File: config.mk
export PLATFORM = sky130hd
export DESIGN_NAME = mux_rr_arbiter
export DESIGN_NICKNAME = d
export VERILOG_FILES = /design/src/rtl/mux_rr_arbiter.sv
export SDC_FILE = /design/constraint.sdc
export NUM_CORES = 1
export LEC_CHECK = 0
export CAP_MARGIN = 20
export CORE_AREA = 2 2 47 49
export DETAILED_ROUTE_END_ITERATION = 12
export DIE_AREA = 0 0 49 51
export PLACE_DENSITY = 0.81
export SLEW_MARGIN = 25
export SYNTH_ARGS = -nofsm -noshare
export SYNTH_HDL_FRONTEND = slang
export SYNTH_SLANG_ARGS = --single-unit
File: constraint.sdc
create_clock -name clk -period 1.5 [get_ports clk]
set_input_delay 0.3 -clock clk [delete_from_list [all_inputs] [get_ports clk]]
set_output_delay 0.3 -clock clk [all_outputs]
set_load 0.05 [all_outputs]
File: src/rtl/mux_rr_arbiter.sv
// Round-robin arbiter steering a shared 4:1 mux: owner holds until its request drops.
// Optional per-owner time quantum enabled with the MUX_ARB_QUANTUM_EN macro.
module mux_rr_arbiter #(
   parameter int QUANTUM = 8,
   parameter int QCNT_W  = 4
) (
   input  logic       clk,
   input  logic       reset_n,
   input  logic [3:0] req,
   input  logic [3:0] in,
   output logic [3:0] grant,
   output logic [1:0] sel,
   output logic       valid,
   output logic       out
);

   typedef enum logic {IDLE = 1'b0, BUSY = 1'b1} state_t;

   if (QUANTUM < 1 || (2 ** QCNT_W) < QUANTUM) begin : g_bad_cfg
      $error("mux_rr_arbiter: QUANTUM must be >= 1 and fit in QCNT_W bits");
   end

   state_t     state_q, state_d;
   logic [3:0] grant_q, grant_d;
   logic [1:0] sel_q, sel_d;
   logic [1:0] last_q, last_d;
   logic [3:0] others;
   logic [1:0] pick_any, pick_next;
   logic [3:0] onehot_any, onehot_next;
`ifdef MUX_ARB_QUANTUM_EN
   localparam logic [QCNT_W-1:0] QMAX = QCNT_W'(QUANTUM - 1);
   logic [QCNT_W-1:0] qcnt_q, qcnt_d;
`endif

   // First set bit of r scanning base+1, base+2, base+3, base (mod 4).
   function automatic logic [1:0] rr_pick(input logic [3:0] r, input logic [1:0] base);
      logic [1:0] idx;
      logic [1:0] res;
      logic       found;
      res   = base;
      found = 1'b0;
      for (int k = 1; k <= 4; k++) begin
         idx = base + 2'(k);
         if (!found && r[idx]) begin
            res   = idx;
            found = 1'b1;
         end
      end
      return res;
   endfunction

   // The owner's bit is masked so a handover never re-selects the current owner.
   assign others    = req & ~grant_q;
   assign pick_any  = rr_pick(req, last_q);
   assign pick_next = rr_pick(others, sel_q);

   genvar gi;
   for (gi = 0; gi < 4; gi++) begin : g_dec
      assign onehot_any[gi]  = (pick_any == 2'(gi));
      assign onehot_next[gi] = (pick_next == 2'(gi));
   end

   always_comb begin
      state_d = state_q;
      grant_d = grant_q;
      sel_d   = sel_q;
      last_d  = last_q;
`ifdef MUX_ARB_QUANTUM_EN
      qcnt_d  = qcnt_q;
`endif
      case (state_q)
         IDLE: begin
            if (|req) begin
               state_d = BUSY;
               grant_d = onehot_any;
               sel_d   = pick_any;
`ifdef MUX_ARB_QUANTUM_EN
               qcnt_d  = '0;
`endif
            end
         end
         BUSY: begin
            if (req[sel_q]) begin
`ifdef MUX_ARB_QUANTUM_EN
               if (qcnt_q == QMAX && |others) begin
                  last_d  = sel_q;
                  grant_d = onehot_next;
                  sel_d   = pick_next;
                  qcnt_d  = '0;
               end else if (qcnt_q != QMAX) begin
                  qcnt_d = qcnt_q + 1'b1;
               end
`endif
            end else begin
               last_d = sel_q;
               if (|others) begin
                  grant_d = onehot_next;
                  sel_d   = pick_next;
`ifdef MUX_ARB_QUANTUM_EN
                  qcnt_d  = '0;
`endif
               end else begin
                  grant_d = '0;
                  state_d = IDLE;
               end
            end
         end
         default: state_d = IDLE;
      endcase
   end

   always_ff @(posedge clk) begin
      if (!reset_n) begin
         state_q <= IDLE;
         grant_q <= '0;
         sel_q   <= 2'b00;
         last_q  <= 2'd3;
`ifdef MUX_ARB_QUANTUM_EN
         qcnt_q  <= '0;
`endif
      end else begin
         state_q <= state_d;
         grant_q <= grant_d;
         sel_q   <= sel_d;
         last_q  <= last_d;
`ifdef MUX_ARB_QUANTUM_EN
         qcnt_q  <= qcnt_d;
`endif
      end
   end

   assign grant = grant_q;
   assign sel   = sel_q;
   assign valid = |grant_q;
   assign out   = in[sel_q] & valid;

endmodule
Word-level counts from Yosys, hierarchy flattened
Index checks and enable logic that the tools add are counted.

Bitwise gates (word level): 5. Order comparisons: 8. $add $sub $neg: 6. Reduce and logical (&&, ||, !) cells: 20. Equal/unequal tests: 9. Muxes and demuxes: 46.

Operator list (number): < comparator 2 x 3 -> 1 bit (second input constant) (8); 2-to-1 mux 2 bit (11); binary-select mux 1 bit (select 2 bit) (10); 2-to-1 mux 1 bit (19); 2-to-1 mux 4 bit (3); OR reduction 4 bit (3); adder 2 bit (second input constant) (4); equality test 2 bit (second input constant) (4); one-hot mux 4 bit (2 select lines) (1); logical AND 1 bit (6); zero test 1 bit (6); adder 2 x 1 -> 2 bit (second input constant) (2); bitwise AND 4 bit (1); equality test 2 x 1 -> 1 bit (second input constant) (2); zero test 2 bit (2); != test 2 bit (second input constant) (2); inverter 4 bit (1); one-hot mux 2 bit (2 select lines) (1); AND reduction 2 bit (2); AND reduction 3 bit (1); != test 2 x 1 -> 1 bit (second input constant) (1); inverter 1 bit (2); one-hot mux 1 bit (2 select lines) (1); bitwise AND 1 bit (1).

Register bits after elaboration: 9. Word-level logic and storage cells: 98. Output and inout port bits: 8. Input bits: 10.

Depth between registers and ports, before layout
Word-level depth: 18. Mapped depth: 6. Mapped depth without buffers: 5.

Worst setup path before layout
OpenSTA, ideal clock, no wires.

Path type: register to output. From: register grant_q[3], in the netlist grant[3]. To: output port out. Required time: 1.200 ns. Setup slack: -0.561 ns. Data arrival time: 1.761 ns. Stages on the path, launching flop included: 3. Buffers on the path: 0. Cell sequence: dfxtp_1 > or4_1 > and2_1.

Longest elaborated chain between the ends: 2.

RTL lines: start, declared (line 24) `logic [3:0] grant_q, grant_d;`; start signal, assigned (line 123) `grant_q <= grant_d;`; OR reduction 4 bit (line 134) `assign valid = |grant_q;`; net valid (line 13) `output logic valid,`; bitwise AND 1 bit (line 135) `assign out = in[sel_q] & valid;`; end, declared (line 14) `output logic out`.

The timed path passes the listed nets, and every way through them passes these cells.

Final worst setup path
From: register grant_q[1], in the netlist grant[1]. To: output port out.

Longest elaborated chain between the ends: 2.

RTL lines (line): OR reduction 4 bit (134); bitwise AND 1 bit (135).

Every way passes these cells.

==> metrics <==
Final setup viols=8; RSZ-0062 raised after global routing=true; TritonCTS clock tree=done; Logic pwr share=71.7%; switching part of the total=44.38%; grt met1 use=31.18%; Max-cap violations=0; WP data arrival=1.54 ns; Pre-antenna DRT Iters=4; slack of the critical path=-0.3368 ns; GRT Overall Usage=29.87%; number of global-route vias before repair=1,202; worst slew pin tran=0.4084 ns; sw power=940.1 uW; area of the mapped netlist=869.6 um^2; final hold viol count=0; commonest non-fill, non-tap cell in the layout=buf_4; P&R area growth vs syn=93.24%; sequential power share=18.5%; CP Cell Sequence=buf_4 -> or4_4 -> and2_4 -> buf_8; # DRC=0; Inserted Clock Buffers=3; Synth Warn #=0; critical path required time=1.20 ns; pre-CTS WS=-0.6548 ns; busiest grt layer=met2; Layout Cells excl Fill=204; Via-to-Cell Ratio=6.025; minimum clock period=1.837 ns; Starting Density=42.15%; Core Region=0.002063 mm^2; Final Cycle Share=122.5%; final-report max-slew violation count=0; met2 usage=56.39%; most frequent cells in the layout=buf_4 (40), nand2_1 (10), buf_6 (8); critical path class=reg -> out; cell type with the largest total area after synthesis=dfxtp_1; Antenna Cells=0; part of the Yosys area used for sequential elements=20.72%; Final Wtd Congestion=0.9072; failing checks=setup timing; Max-Slew Margin vs Limit=72.59%; Lkg Pwr=0.0007527 uW; Detailed Place HPWL=2.384 mm; Clock Path Buffers=2; IO Count=18; Synth Area per Inst=7.562 um^2; Setup TNS Final=-1.544 ns; die boundary height=51 um; first-pass GRT wire length=5.547 mm; ANT nets after route=0; CP startpoint kind=flip-flop; Iteration-0 DRC Markers=55; largest net degree at the start of global routing=13; CTS root buffer=clkbuf_4; Max stage delay on crit path=0.43 ns; clk slew on worst S/H paths=0.07 ns; M3 GR Usage=2.632%; worst path buffer plus inverter count=2; nets@finish=187; pwr/cell area=1261 mW/mm^2; layout cell share with drive strength beyond 1=54.55%; Most used DFF post-synth=dfxtp_1; # H-tree levels=1; number of flops mapped to enable cells by yosys=0; initial antenna violation count=0; post-DR wirelength/cell=19.26 um; element type at the critical path end=output pin; slowest cell on the critical path=or4_4; Synth async-reset ratio=0%; Max Clk Rate=0.5444 GHz; routed via count=1,229; clock share of power=9.9%; total gr overflow=0; Port Buf Inserts=17; IR drop worst, VDD=1.048 mV; placed insts=190; CTS Sinks=9; Yosys cell types=48; syn_nets=125; crit-path leading delay family=simple AND/OR/NAND/NOR gates; CTS Hold Bufs=0; clk_skew=0.01210 ns; Worst Path Max Fanout=4; Placement Rows=17; total wire length=3.930 mm; top cell type's share of synthesized area=20.72%; Pint=1178 uW; Gate Count Post-Synth=115; clk_lat worst skew=0.29 ns; #FFs+latches synth=9; worst min-delay path category=reg -> reg; top post-synthesis cells by area=dfxtp_1 (21%), nand2_1 (5.2%), mux2i_1 (4.6%); die area=0.002499 mm^2; status=complete, but fails checks; Die X=49 um
[worst reg2reg max path, cell delays in order, from the launching register on]
cell and delay (ns):
dfxtp_2 0.33, buf_4 0.13, and2b_2 0.27, o41ai_4 0.09
or2_1 0.26, or4b_1 0.48, o22ai_1 0.15
[metrics by stage]
step	hold WS [ns]	total power (uW)	util (%)	cell area, um^2
2_1_floorplan	0.5501	1062	-	947.2
3_3_place_gp	0.5321	1584	70.16	1448
3_5_place_dp	0.5401	1622	70.16	1448
4_1_cts	0.5588	1930	76.47	1578
5_1_grt	0.5919	2193	81.44	1680
6_report	0.5892	2118	81.44	1680
[final timing paths]
| check | to | startpoint | slack (ns) | depth (start not counted) |
|---|---|---|---|---|
| max | out | grant[1] | -0.34 | 4 |
| min reg2reg | state_q | state_q | 0.59 | 2 |
| max reg2reg | grant[3] | grant[2] | -0.26 | 6 |
| min | state_q | state_q | 0.59 | 2 |
[cell type report]
cell class / count / area, um^2
Sequential cell: 9 / 198.9
Timing Repair Buffer: 65 / 633.1
Multi-Input combinational cell: 92 / 764.5
Tap cell: 28 / 35.03
Inverter: 6 / 22.52
Fill cell: 113 / 382.9
Clock buffer: 4 / 26.28
[registers in the layout, indices dropped and copies added, names as in the netlist]
signal	count
last_q	2
grant	4
sel	2
state_q	1
[logic make-up after synthesis]
logic type | Yosys count | share of synthesized area, %
buf+inv | 14 | 7.769
compound gates | 41 | 35.25
mux | 5 | 7.194
flops | 9 | 20.72
simple gates | 46 | 29.07
[cell usage after synthesis, types with 2 or more instances]
library cell and number:
o22ai_1 3, dfxtp_1 9, a311oi_1 2, nor2_1 9
nor3b_1 2, a211o_1 2, buf_2 3, nor3_1 2
and2_1 3, a22oi_1 3, nand2_1 12, o21ai_0 5
nand2b_1 3, a311o_1 2, inv_1 6, a21o_1 3
clkbuf_1 3, nor2b_1 3, o31ai_1 2, mux2i_1 4
a21oi_1 5, o21a_1 2, nand3_1 2
[routing by layer]
metal  up-vias  part of all wire [%]
met5         -                     0
met4         0                   5.9
li1        553                     -
met2        70                    53
met1       583                    36
met3        23                   5.4
[power by group through the flow]
| stage | Clock (uW) | Combinational, uW | Sequential [uW] |
|---|---|---|---|
| after global routing | 214 | 1580 | 396 |
| final | 209 | 1520 | 391 |
| after floorplan | 0 | 588 | 474 |
| after detailed placement | 0 | 1230 | 392 |
| after global placement | 0 | 1200 | 387 |
| after CTS | 209 | 1330 | 395 |
[what timing repair did]
| action | 4_1_cts | 5_1_grt |
|---|---|---|
| hold endpoints to repair | 0 | 0 |
| pin swaps | 4 | 9 |
| setup buffers | 4 | 6 |
| setup endpoints to repair | 8 | 8 |
| gates resized for setup | 23 | 15 |
(Power assumes the default switching activity.)
